===== config.mk =====
export PLATFORM = sky130hd
export DESIGN_NAME = bp_counter_sampler
export DESIGN_NICKNAME = d
export VERILOG_FILES = /design/src/rtl/bp_counter_sampler.sv
export SDC_FILE = /design/constraint.sdc
export NUM_CORES = 2
export LEC_CHECK = 0
export ABC_AREA = 1
export BUFFER_PORTS_ARGS = -buffer_cell sky130_fd_sc_hd__buf_2
export CORE_AREA = 2 2 309 311
export CTS_CLUSTER_DIAMETER = 30
export DETAILED_ROUTE_END_ITERATION = 6
export DIE_AREA = 0 0 311 313
export PLACE_DENSITY = 0.72
export SLEW_MARGIN = 30
export SYNTH_ARGS = -nofsm -noshare
export SYNTH_HDL_FRONTEND = slang
export SYNTH_SLANG_ARGS = --single-unit

===== constraint.sdc =====
create_clock -name clk_i -period 1.8 [get_ports clk_i]
set_input_delay 0.36 -clock clk_i [delete_from_list [all_inputs] [get_ports clk_i]]
set_output_delay 0.36 -clock clk_i [all_outputs]
set_load 0.005 [all_outputs]

===== src/rtl/bp_counter_sampler.sv =====
// Snapshot-and-clear sampler for a bank of event counters.
// Readout streams one counter per valid/ready beat.
module bp_counter_sampler #(
    parameter int num_counters_p = 22,
    parameter int width_p        = 32,
    parameter int drop_width_p   = 16,
    localparam int idx_w_lp = (num_counters_p > 1) ? $clog2(num_counters_p) : 1
) (
    input  logic                                clk_i,
    input  logic                                reset_n_i,
    input  logic                                en_i,
    input  logic [width_p-1:0]                  period_i,
    input  logic                                trigger_i,
    input  logic [num_counters_p*width_p-1:0]   counters_i,
    output logic                                clear_o,
    output logic                                v_o,
    input  logic                                ready_i,
    output logic [width_p-1:0]                  data_o,
    output logic [idx_w_lp-1:0]                 idx_o,
    output logic                                last_o,
    output logic                                busy_o,
    input  logic                                clear_drop_i,
    output logic [drop_width_p-1:0]             dropped_o
);

    typedef enum logic [1:0] {
        IDLE = 2'd0,
        SNAP = 2'd1,
        SEND = 2'd2
    } state_e;

    localparam logic [idx_w_lp-1:0] last_idx_lp = idx_w_lp'(num_counters_p - 1);

    state_e                      state_r, state_n;
    logic [width_p-1:0]          timer_r;
    logic [idx_w_lp-1:0]         idx_r;
    logic [width_p-1:0]          snap_r [num_counters_p];
    logic [drop_width_p-1:0]     drop_r;
    logic                        timer_en, tick, req, drop_ev, beat, at_last;

    assign timer_en = en_i && (period_i != '0);
    // >= rather than == so a period shrunk below the timer still wraps
    assign tick     = timer_en && (timer_r >= period_i - width_p'(1));
    assign req      = trigger_i || tick;
    assign drop_ev  = req && (state_r != IDLE);
    assign at_last  = (idx_r == last_idx_lp);
    assign beat     = (state_r == SEND) && ready_i;

    always_ff @(posedge clk_i or negedge reset_n_i) begin
        if (!reset_n_i) state_r <= IDLE;
        else            state_r <= state_n;
    end

    always_comb begin
        state_n = state_r;
        unique case (state_r)
            IDLE:    if (req) state_n = SNAP;
            SNAP:    state_n = SEND;
            SEND:    if (ready_i && at_last) state_n = IDLE;
            default: state_n = IDLE;
        endcase
    end

    always_comb begin
        clear_o = (state_r == SNAP);
        v_o     = (state_r == SEND);
        busy_o  = (state_r != IDLE);
        last_o  = (state_r == SEND) && at_last;
        idx_o   = idx_r;
        data_o  = snap_r[idx_r];
    end

    always_ff @(posedge clk_i or negedge reset_n_i) begin
        if (!reset_n_i) begin
            timer_r <= '0;
        end else if (!timer_en || tick) begin
            timer_r <= '0;
        end else begin
            timer_r <= timer_r + width_p'(1);
        end
    end

    // Snapshot load coincides with the clear edge so no event is lost
    always_ff @(posedge clk_i or negedge reset_n_i) begin
        if (!reset_n_i) begin
            idx_r <= '0;
            for (int k = 0; k < num_counters_p; k++) snap_r[k] <= '0;
        end else if (state_r == SNAP) begin
            idx_r <= '0;
            for (int k = 0; k < num_counters_p; k++)
                snap_r[k] <= counters_i[k*width_p +: width_p];
        end else if (beat) begin
            idx_r <= at_last ? '0 : idx_r + idx_w_lp'(1);
        end
    end

    always_ff @(posedge clk_i or negedge reset_n_i) begin
        if (!reset_n_i) begin
            drop_r <= '0;
        end else if (clear_drop_i) begin
            drop_r <= drop_ev ? drop_width_p'(1) : '0;
        end else if (drop_ev && (drop_r != '1)) begin
            drop_r <= drop_r + drop_width_p'(1);
        end
    end

    assign dropped_o = drop_r;

endmodule


==> summary.md <==
| Metric | Value |
|---|---|
| Die Area | `97,300 µm²` |
| Synth async-reset ratio | `100%` |
| First-pass GRT wire length | `307 mm` |
| CTS Buf Count | `172` |
| Final nets | `7,543` |
| Clk slew on worst S/H paths | `40 ps` |
| Root Driver | `clkbuf_16` |
| Ys Warns | `0` |
| RSZ-0062 raised after global routing | `yes` |
| HP Class | `in -> reg` |
| Power Dens Cells | `1850 nW/µm²` |
| Critical path class | `reg -> out` |
| I/O Pins | `799` |
| Number of synthesized flops with an enable pin | `0` |
| Critical path's largest stage delay | `560 ps` |
| Finished Cell Area | `62,800 µm²` |
| Crit share post-route | `207%` |
| Vias | `48,400` |
| Die Y | `313 µm` |
| Worst Skew | `48.4 ps` |
| Top cells by area, synth | `dfrtp_1 52%, nand2_1 24%, o21ai_0 5.3%, nor2_1 4.7%, clkbuf_1 2.6%` |
| Initial Util | `39.1%` |
| Fmax | `269 MHz` |
| PortBufs | `798` |
| Synthesized cell area | `36,900 µm²` |
| Crit-path cells | `inv_12 -> buf_4 -> buf_4 -> o21ai_0 -> o22ai_2 -> o211ai_1 -> buf_4 -> nand2_2 -> nand2_2 -> o21ai_2 -> buf_2` |
| CP top delay family | `compound AO/OA/AOI/OAI gates` |
| Hold Startpoint | `clear_drop_i` |
| Share of cells above drive strength 1 | `28.9%` |
| Clock latency on the worst-skew pair | `770 ps` |
| Crit path required time | `1440 ps` |
| Area leader, netlist | `dfrtp_1` |
| Simple-Gate Fraction of Synth Area | `31.0%` |
| Largest family of logic cells by synthesized area | `simple AND/OR/NAND/NOR gates` |
| Hold worst-path end | `dropped_o[3]` |
| Mean Syn Cell Area | `7.59 µm²` |
| Avg WL per Cell | `26.1 µm` |
| Drt total wl | `215 mm` |
| Status | `finished, violations left` |
| Cell Area, Placed | `45,700 µm²` |
| Maximum vdd drop | `1.12 mV` |
| Seq cells post-synth | `759` |
| Nature of the critical path endpoint | `primary output` |
| Headroom to the max-slew limit | `53.2%` |
| Drt first pass iters | `7` |
| GRT overflow | `0` |
| Dpl ws | `-1590 ps` |
| Fillers | `6,455` |
| Synth Area in Adders | `1.26%` |
| Site Rows | `113` |
| Max-cap violations | `0` |
| Initial DRC count | `8,021` |
| RD Place Congestion | `0.941` |
| Die width | `311 µm` |
| Routed Antenna Nets | `0` |
| All-Layer GR Usage | `42.6%` |
| Post-Syn Nets | `5,634` |
| Arr. time, crit path | `3360 ps` |
| Final setup fails | `321` |
| Synth Flop Type | `dfrtp_1` |
| Area grow syn2layout | `70.5%` |
| Reg-to-Reg Start | `timer_r[19]` |
| Vias per std cell | `5.89` |
| Pin count of the biggest net entering global routing | `87` |
| Critical Path Source Type | `register` |
| CTS sink cnt | `759` |
| DP HPWL | `112 mm` |
| Top cells by count, synth | `2,341 x nand2_1, 759 x dfrtp_1, 458 x nor2_1, 387 x o21ai_0, 259 x clkbuf_1` |
| Crit path max fanout | `7` |
| Critical path's slowest cell | `dfrtp_4` |
| Crit path top cell by count | `buf_4` |
| Failing checks | `DRC, setup timing` |
| Final core utilization | `66.7%` |
| R2R Setup Slk | `-430 ps` |
| Post-synthesis compound-gate area fraction | `10.7%` |
| R2R depth | `15` |
| Hold path depth | `4` |
| Worst Max-Slew Pin Slew | `702 ps` |
| Post-synthesis mux area share | `0%` |
| Post-Syn Instances | `4,855` |
| CORE AREA | `94,200 µm²` |
| Vias in the first global route | `48,100` |
| Most common cell in the netlist | `nand2_1` |
| Reg2reg end | `dropped_o[1]` |
| Buf/Inv on CP | `5` |
| Yosys top cell area share | `51.5%` |
| DRC | `325` |
| Post-synthesis xor/xnor area fraction | `1.31%` |
| Antenna violations before repair | `70` |
| Post-route setup slack | `-1920 ps` |
| Clk buf depth | `3` |
| Slew Viols, Final | `0` |
| Count of cell types in the netlist | `46` |
| Sequential cell area fraction in the yosys report | `51.5%` |
| Tmin final | `3720 ps` |
| Sum of negative setup slack | `-89,900 ps` |
| Fin. Hold Viols | `0` |
| H-tree levels | `4` |
| CTS tree | `built` |
| Static Leak | `31.6 nW` |
metrics by stage:
step                total power (W)  hold WS [ps]  instances
finish                        0.116          96.6       8224
global placement             0.0647           350       7045
floorplan                    0.0477          64.4       4855
CTS                           0.106          45.2       8129
global route                  0.120           104       8199
detailed placement           0.0656           344       7045
layout make-up:
cell class / count / area, µm² / area share (%)
flip-flops and latches: 759 / 19000 / 30.2
multi-input cells: 3700 / 18000 / 28.7
repair buffers: 2038 / 17600 / 28.0
clock buffers: 212 / 4690 / 7.46
well taps: 1265 / 1580 / 2.52
clock inverters: 106 / 1410 / 2.24
inverters: 89 / 398 / 0.633
diodes: 51 / 128 / 0.203
repair inverters: 4 / 45.0 / 0.0717
layout by cell type (no fill, tap or decap), types with 17 or more instances in the layout:
master,synthesis,layout
o211ai_1,37,37
o21ai_0,387,237
ha_1,37,34
o22ai_2,0,27
o22ai_1,85,57
nand3_2,5,24
nand2_1,2341,2281
nor2_4,5,25
diode_2,0,51
o21ai_4,0,17
buf_2,30,774
dlygate4sd3_1,0,706
o21ai_2,0,63
dfrtp_1,759,754
o21a_1,33,32
inv_1,85,73
xor2_1,40,40
buf_16,0,37
o221ai_1,74,39
inv_6,0,20
bufinv_16,0,25
buf_6,1,51
clkbuf_8,0,17
clkbuf_1,259,20
nand2_2,7,55
o221ai_2,0,32
clkinvlp_4,0,19
nor2_2,10,32
clkinv_2,0,28
nand3_1,56,27
nor2_1,458,416
buf_4,3,355
clkbuf_16,0,189
o21ai_1,21,91
buf_12,0,86
where the power goes:
| part | switching [W] | total [W] | internal [W] |
|---|---|---|---|
| clock | 0.0114 | 0.0336 | 0.0222 |
| combinational | 0.0314 | 0.0513 | 0.0200 |
| sequential | 0.00599 | 0.0311 | 0.0251 |
| total | 0.0487 | 0.116 | 0.0672 |
registers in the layout, indices dropped and copies added, names as in the netlist:
| register | flops |
|---|---|
| timer_r | 32 |
| idx_o | 5 |
| snap_r | 704 |
| dropped_o | 16 |
| state_r | 2 |
how the worst max path moves through the flow:
stage,from,end,cells after the start
final,idx_o[1],data_o[19],11
after global routing,idx_o[1],data_o[19],11
after CTS,idx_o[0],data_o[16],10
after detailed placement,period_i[2],dropped_o[10],24
after global placement,period_i[2],dropped_o[9],24
after floorplan,period_i[10],dropped_o[6],23
what timing repair did:
item                                   4_1_cts  5_1_grt
setup endpoints to repair                  102      586
buffers inserted                            41       30
cloned                                      27       18
endpoints found under the hold margin     1088        0
gates resized for setup                    411      248
pin swaps                                  112       99
hold buffers                               706        0
worst reg2reg max path: stages, from the launching register on:
cell     delay [ps]
dfrtp_1         440
ha_1            340
nand2_1          60
inv_1            70
nand2_1          50
nand2_1          50
nand2_1          70
a21oi_2         190
nor2_4           60
nand2_2          80
nand2_4         120
nand2_4         120
nand3_4         140
buf_12          190
nand3_1          70
nand2_1          50
kinds of logic (layout without fill, tap and decap cells):
kind of cell | after synthesis | count (layout)
AO/OA/AOI/OAI | 670 | 670
XOR/XNOR | 55 | 55
adder cells (fa/ha/maj) | 37 | 37
buffers and inverters | 397 | 2449
flip-flops | 759 | 759
other | 0 | 51
AND/OR/NAND/NOR | 2937 | 2938
metal layers:
| layer | GRT usage [%] | up-vias | routed length (µm) |
|---|---|---|---|
| li1 | - | 19500 | - |
| met1 | 48.7 | 22400 | 73400 |
| met2 | 61.6 | 4633 | 90800 |
| met3 | 21.0 | 1790 | 29500 |
| met4 | 30.2 | 64 | 20400 |
| met5 | 5.42 | - | 850 |
Note: power is estimated with default switching activity, not from simulation.
